## config.mk

```make
export PLATFORM = sky130hd
export DESIGN_NAME = lsu_mem_initiator
export DESIGN_NICKNAME = d
export VERILOG_FILES = /design/src/rtl/lsu_mem_initiator.sv
export SDC_FILE = /design/constraint.sdc
export NUM_CORES = 1
export LEC_CHECK = 0
export CORE_ASPECT_RATIO = 1.1
export CORE_MARGIN = 2
export CORE_UTILIZATION = 45
export DETAILED_ROUTE_END_ITERATION = 6
export GPL_TIMING_DRIVEN = 1
export MAX_ROUTING_LAYER = met4
export PLACE_DENSITY = 0.83
export SLEW_MARGIN = 20
export SYNTH_ARGS = -nofsm -noshare
export SYNTH_HDL_FRONTEND = slang
export SYNTH_SLANG_ARGS = --single-unit
```

## constraint.sdc

```tcl
create_clock -name clk -period 7.9 [get_ports clk]
set_input_delay 1.58 -clock clk [delete_from_list [all_inputs] [get_ports clk]]
set_output_delay 1.58 -clock clk [all_outputs]
set_load 0.03 [all_outputs]
```

## src/rtl/lsu_mem_initiator.sv

```systemverilog
// Load/store unit initiator for the rv32i data_mem port.
// Accepts one load/store per req handshake, computes the effective address,
// drives mem_read/mem_write for the access and returns a response on rsp_*.
// Optional feature macro: LSU_ALIGN_CHECK_EN (faults misaligned half/word accesses).
// Faulted requests report rsp_rd=0 so writeback never updates a register for them.
module lsu_mem_initiator #(
  parameter int unsigned ADDR_W = 12,
  parameter int unsigned RD_LAT = 1
) (
  input  logic              clk,
  input  logic              rst,
  input  logic              req_valid,
  output logic              req_ready,
  input  logic              req_is_load,
  input  logic              req_is_store,
  input  logic [2:0]        req_funct3,
  input  logic [31:0]       req_base,
  input  logic [11:0]       req_imm,
  input  logic [31:0]       req_wdata,
  input  logic [4:0]        req_rd,
  output logic              rsp_valid,
  input  logic              rsp_ready,
  output logic [31:0]       rsp_rdata,
  output logic [4:0]        rsp_rd,
  output logic              rsp_fault,
  output logic              mem_read,
  output logic              mem_write,
  output logic [5:0]        load_op,
  output logic [5:0]        store_op,
  output logic [ADDR_W-1:0] mem_addr,
  output logic [31:0]       data_mem_i,
  input  logic [31:0]       data_mem_o
);

  typedef enum logic [1:0] {IDLE, WRITE, READ_WAIT, RESP} state_t;

  localparam logic [1:0] LAT_LAST = 2'(RD_LAT - 1);

  state_t      state;
  logic [1:0]  lat_cnt;
  logic [4:0]  rd_tag;
  logic [31:0] ea;
  logic [5:0]  dec_load_op;
  logic [5:0]  dec_store_op;
  logic        dec_fault;
  logic        ea_unused;

  // Upper effective-address bits are deliberately dropped.
  assign ea_unused = ^ea[31:ADDR_W];

  // Effective address and request decode, evaluated against the live request.
  always_comb begin
    ea           = req_base + {{20{req_imm[11]}}, req_imm};
    dec_load_op  = '0;
    dec_store_op = '0;
    dec_fault    = 1'b0;
    if (req_is_load == req_is_store) begin
      dec_fault = 1'b1;
    end else if (req_is_load) begin
      case (req_funct3)
        3'b000:  dec_load_op = 6'b000001;
        3'b001:  dec_load_op = 6'b000010;
        3'b010:  dec_load_op = 6'b000100;
        3'b100:  dec_load_op = 6'b001000;
        3'b101:  dec_load_op = 6'b010000;
        default: dec_fault   = 1'b1;
      endcase
    end else begin
      case (req_funct3)
        3'b000:  dec_store_op = 6'b000001;
        3'b001:  dec_store_op = 6'b000010;
        3'b010:  dec_store_op = 6'b000100;
        default: dec_fault    = 1'b1;
      endcase
    end
`ifdef LSU_ALIGN_CHECK_EN
    if (!dec_fault) begin
      if ((dec_load_op[1] | dec_load_op[4] | dec_store_op[1]) && ea[0])
        dec_fault = 1'b1;
      if ((dec_load_op[2] | dec_store_op[2]) && (ea[1:0] != 2'b00))
        dec_fault = 1'b1;
    end
`endif
  end

  // Access sequencer with registered memory-side and response outputs.
  always_ff @(posedge clk or posedge rst) begin
    if (rst) begin
      state      <= IDLE;
      req_ready  <= 1'b1;
      rsp_valid  <= 1'b0;
      rsp_rdata  <= '0;
      rsp_rd     <= '0;
      rsp_fault  <= 1'b0;
      mem_read   <= 1'b0;
      mem_write  <= 1'b0;
      load_op    <= '0;
      store_op   <= '0;
      mem_addr   <= '0;
      data_mem_i <= '0;
      lat_cnt    <= '0;
      rd_tag     <= '0;
    end else begin
      case (state)
        IDLE: begin
          if (req_valid) begin
            req_ready <= 1'b0;
            if (dec_fault) begin
              state     <= RESP;
              rsp_valid <= 1'b1;
              rsp_fault <= 1'b1;
              rsp_rdata <= '0;
              rsp_rd    <= '0;
            end else if (req_is_store) begin
              state      <= WRITE;
              mem_write  <= 1'b1;
              store_op   <= dec_store_op;
              mem_addr   <= ea[ADDR_W-1:0];
              data_mem_i <= req_wdata;
            end else begin
              state    <= READ_WAIT;
              mem_read <= 1'b1;
              load_op  <= dec_load_op;
              mem_addr <= ea[ADDR_W-1:0];
              lat_cnt  <= '0;
              rd_tag   <= req_rd;
            end
          end
        end
        WRITE: begin
          state     <= RESP;
          mem_write <= 1'b0;
          store_op  <= '0;
          rsp_valid <= 1'b1;
          rsp_fault <= 1'b0;
          rsp_rdata <= '0;
          rsp_rd    <= '0;
        end
        READ_WAIT: begin
          if (lat_cnt == LAT_LAST) begin
            state     <= RESP;
            mem_read  <= 1'b0;
            load_op   <= '0;
            rsp_valid <= 1'b1;
            rsp_fault <= 1'b0;
            rsp_rdata <= data_mem_o;
            rsp_rd    <= rd_tag;
          end else begin
            lat_cnt <= lat_cnt + 2'd1;
          end
        end
        RESP: begin
          if (rsp_ready) begin
            state     <= IDLE;
            rsp_valid <= 1'b0;
            req_ready <= 1'b1;
          end
        end
      endcase
    end
  end

endmodule

```

### Word-level counts from Yosys, hierarchy flattened

Index checks and enable logic that the tools add are counted.
Widths: inputs -> output; s select.

* $add $sub $neg: 2
* eq/ne operators: 16
* muxes and demuxes: 56
* bitwise logic cells: 2
* reduce and logical (&&, ||, !) cells: 19

Operator list (count)
* $mux 32: 3
* $pmux 32 s3: 1
* $mux 6: 7
* $mux 5: 5
* $pmux 5 s5: 1
* $pmux 6 s2: 2
* $reduce_and 4->1: 5
* $mux 2: 9
* $mux 1: 17
* $ne 2x2->1 const B: 8
* $pmux 5 s3: 1
* $add 12x12->12: 1
* $reduce_and 5->1: 2
* $pmux 3 s3: 1
* $reduce_and 3->1: 3
* $pmux 2 s4: 1
* $eq 3x3->1 const B: 2
* $mux 3: 2
* $pmux 1 s2: 3
* $reduce_bool 2->1: 3
* $reduce_or 5->1: 1
* $eq 2x2->1 const B: 2
* $logic_not 2->1: 2
* $pmux 1 s4: 1
* 11 further kinds: 12

* register bits after elaboration: 107
* bits of input ports: 122
* logic and storage cells: 109

### Depth between registers and ports, before layout

* depth after elaboration: 8
* depth in mapped cells: 9

### Worst setup path after synthesis

No wires, ideal clock.

* path type: in2reg
* from: in req_base[0]
* to: reg mem_addr[8]
* setup time: 124 ps
* arrival: 2959 ps
* required time: 7776 ps
* setup slack: 4817 ps
* cell stages on the path: 7
* buffers on the path: 0
* cell sequence: ha_1 -> fa_1 -> a21oi_1 -> o21ai_0 -> a21oi_1 -> nor4_1 -> a211o_1

* word-level cells in the longest chain between the ends: 1

Ends and longest elaborated chain
* from (decl): RTL line 17 `input logic [31:0] req_base,`
* $add 12x12->12: RTL line 53 `ea = req_base + {{20{req_imm[11]}}, req_imm};`
* to (signal assigned): RTL line 118 `mem_addr <= ea[ADDR_W-1:0];`
* to (signal assigned): RTL line 124 `mem_addr <= ea[ADDR_W-1:0];`
* to (decl): RTL line 30 `output logic [ADDR_W-1:0] mem_addr,`

No other way between the ends.
A chain may end at the register's enable or synchronous reset.

### Worst setup path after layout

* from: in req_funct3[0]
* to: reg store_op[1]

* word-level cells in the longest chain between the ends: 8
* elaborated cells on any way between the ends: 20
* classes of those cells: eq/ne (5); mux (11); reduce/logical (4)

Ends and longest elaborated chain
* from (decl): RTL line 16 `input logic [2:0] req_funct3,`
* $eq 3x2->1 (tied with other cells): RTL line 60, 69
* $pmux 3 s3: RTL line 69 `case (req_funct3)`
* $mux 3: RTL line 59 `end else if (req_is_load) begin`
* $mux 3: RTL line 57 `if (req_is_load == req_is_store) begin`
* $mux 6: RTL line 114 `end else if (req_is_store) begin`
* $mux 6: RTL line 108 `if (dec_fault) begin`
* $mux 6: RTL line 106 `if (req_valid) begin`
* $pmux 6 s2: RTL line 104 `case (state)`
* to (signal assigned): RTL line 117 `store_op <= dec_store_op;`
* to (decl): RTL line 29 `output logic [5:0] store_op,`

Several ways; a longest one is shown, not always the timed one. The select of a mux whose other input is x is not followed.

==> impl_metrics.json <==
{
  "wirelength_um": 11690,
  "p_leak_nw": 3.066,
  "yosys_warnings": 0,
  "period_share": 0.4669,
  "track_usage": 0.2181,
  "maxCapViolCount": 0,
  "synth_flop_cell": "dfrtp_1",
  "cp-end-kind": "register",
  "setup_tns_ns": 0,
  "root_buffer": "clkbuf_16",
  "critical_path_arrival_ns": 3.90,
  "clock.fmax_ghz": 0.2711,
  "grt_antenna_before_repair": 0,
  "viasPerCell": 5.093,
  "hold_start": "rsp_rdata[2]$_DFFE_PP0P_",
  "vdd_drop_max_uv": 226.8,
  "dpl.cell_count": 759,
  "core_area_um2": 10340,
  "drive_above_1_share": 0.1139,
  "power.share.switching": 0.4228,
  "avgSynthCellArea_um2": 10.85,
  "timing.rr.start": "state[0]$_DFFE_PP0P_",
  "cts_setup_buffers": 0,
  "rr_worst_depth": 6,
  "path_clk_slew_ns": 0.07,
  "globalRouteOverflowTotal": 0,
  "slew_viol_final": 0,
  "cts_tree": "done",
  "cts.sinks": 103,
  "ios": 220,
  "worstSetupStartpointType": "primary input",
  "first_pass_iters": 4,
  "synth_top_area_share": 0.5360,
  "fin_skew_ns": 0.004631,
  "postSynthCellCount": 439,
  "portBuffers": 195,
  "grt_max_degree": 77,
  "fin_nets": 767,
  "n_antenna_cell": 0,
  "synthArstFlopShare": 1.000,
  "min_path_type": "register to register",
  "clock_power_share": 0.155,
  "wl_per_cell_um": 15.09,
  "p_int_mw": 1.513,
  "rrSetupSlack_ns": 5.49,
  "areaGrowthSynthToFinish_pct": 47.69,
  "synth_area_leaders": "dfrtp_1 54%, mux2_2 9.0%, nand2_1 7.9%",
  "die_w_um": 102.1,
  "clk_path_buf_depth": 2,
  "startpoint": "req_funct3[0]",
  "p_sw_mw": 1.108,
  "syn_area_um2": 4762,
  "htreeDepth": 3,
  "dpl.hpwl_um": 9026,
  "drc": 0,
  "setup_viol": 0,
  "grt_pass1_vias": 3994,
  "fp-row-count": 39,
  "synth_most_common_cell": "dfrtp_1",
  "p_seq_frac": 0.329,
  "ctsResizeCount": 0,
  "status": "finished clean",
  "drt_iter0_markers": 177,
  "ys_seq_area_frac": 0.5415,
  "synth-seq-cells": 103,
  "die_height_um": 111.9,
  "die_area_um2": 11420,
  "p_comb_frac": 0.516,
  "numCtsBuffers": 9,
  "required_ns": 8.11,
  "synth.distinct_cells": 52,
  "maxSlewHeadroom": 0.4107,
  "criticalPathCategory": "primary input to register",
  "fillers": 785,
  "yosysTopAreaCell": "dfrtp_1",
  "netlist_top_cells_count": "102 x dfrtp_1, 100 x nand2_1, 44 x o21ai_0",
  "gp_congestion": 0.9383,
  "fin_crit_ns": 3.689,
  "clock_latency_ns": 0.34,
  "start_util": 0.4603,
  "worstMarginPinSlew_ns": 0.8829,
  "grt_pass1_wl_um": 19110,
  "ant_nets": 0,
  "hold_viol": 0,
  "via_count": 3947,
  "r2r-end": "rd_tag[4]$_DFFE_PP0P_",
  "pwr_density_cell_nw_per_um2": 372.7,
  "final_cells": 775,
  "synth_edf_count": 0,
  "rsz0062_at_grt": "false",
  "critical_path.max_fanout": 38,
  "min_delay_worst_endpoint": "rsp_rdata[2]$_DFFE_PP0P_",
  "postCtsHoldBufs": 0,
  "holdPathStages": 2
}
==> cells in the final DEF, fill, tap and decap left out, types with 3 or more instances in the layout <==
cell / netlist / routed
clkbuf_16: 0 / 9
o211ai_1: 3 / 3
dfrtp_1: 102 / 102
nand3_1: 7 / 7
o21ai_1: 7 / 7
clkinv_2: 0 / 3
conb_1: 1 / 4
xor2_1: 5 / 5
buf_4: 5 / 3
ha_1: 17 / 17
nand2b_1: 4 / 4
o2bb2ai_1: 3 / 3
inv_1: 14 / 13
a31oi_1: 3 / 3
a21oi_1: 13 / 13
o21ai_0: 44 / 44
xnor2_1: 4 / 4
nor2_1: 5 / 5
nand2_1: 100 / 100
a22o_1: 4 / 4
o21bai_1: 4 / 4
mux2_2: 38 / 38
clkdlybuf4s50_1: 0 / 195
==> sequential cells by signal, summed over array words and instances (netlist names) <==
register / flops
mem_read: 1
store_op: 3
state: 2
mem_write: 1
req_ready: 1
rd_tag: 5
data_mem_i: 32
mem_addr: 12
lat_cnt: 2
rsp_rdata: 32
rsp_fault: 1
rsp_valid: 1
load_op: 5
rsp_rd: 5
==> worst max path at each step <==
| stage | end | slack, ns | depth (start not counted) |
|---|---|---|---|
| 6_report | store_op[1]$_DFFE_PP0P_ | 4.21 | 5 |
| 5_1_grt | store_op[1]$_DFFE_PP0P_ | 4.08 | 5 |
| 4_1_cts | store_op[1]$_DFFE_PP0P_ | 4.19 | 5 |
| 3_5_place_dp | store_op[1]$_DFFE_PP0P_ | 3.84 | 5 |
| 3_3_place_gp | data_mem_i[13]$_DFFE_PP0P_ | 3.93 | 5 |
| 2_1_floorplan | data_mem_i[0]$_DFFE_PP0P_ | 3.62 | 1 |
==> power groups by stage <==
stage	Clock, mW	Sequential [mW]	Combinational [mW]
2_1_floorplan	0	1.27	0.412
3_3_place_gp	0	0.860	1.33
3_5_place_dp	0	0.873	1.36
4_1_cts	0.418	0.865	1.36
5_1_grt	0.442	0.889	1.45
6_report	0.408	0.862	1.35
==> layout make-up <==
cell class              count  area [µm²]  share of cell area
clock buffers               9       225.2             0.03202
clock inverters             7       48.80            0.006938
inverters                  14       55.05            0.007828
multi-input cells         301        1972              0.2804
flip-flops and latches    103        2579              0.3667
well taps                 143       178.9             0.02544
repair buffers            198        1974              0.2807
==> logic make-up after synthesis <==
| group | share of synthesized area |
|---|---|
| DFF | 0.5415 |
| other | 0.0007875 |
| muxes | 0.08986 |
| and+or+nand+nor | 0.1227 |
| adders and majority gates | 0.04887 |
| AOI/OAI and AO/OA | 0.1311 |
| buffers and inverters | 0.04861 |
| xor gates and xnor gates | 0.01655 |
==> worst max-delay path, cell delays in order <==
cell and delay, ns:
clkdlybuf4s50_1 0.55, a21oi_2 0.28, and2_4 0.20, nand3_2 0.66
o41ai_1 0.61
==> per-layer routing <==
layer | track usage | part of all wire
met1 | 0.2541 | 0.40
met2 | 0.3627 | 0.50
met3 | 0.04457 | 0.066
met4 | 0.09333 | 0.032
met5 | - | 0
==> metrics by stage <==
step / total power, mW / area (µm²) / worst slack, ns / util / hold slack (ns)
floorplan: 1.678 / 4773 / 3.618 / - / 0.4729
global placement: 2.191 / 6759 / 3.929 / 0.6534 / 0.4592
detailed placement: 2.231 / 6759 / 3.843 / 0.6534 / 0.4670
CTS: 2.645 / 7033 / 4.187 / 0.6799 / 0.4848
global route: 2.781 / 7033 / 4.085 / 0.6799 / 0.5025
finish: 2.621 / 7033 / 4.211 / 0.6799 / 0.4775
No activity file was read; power rests on OpenSTA's default activity.
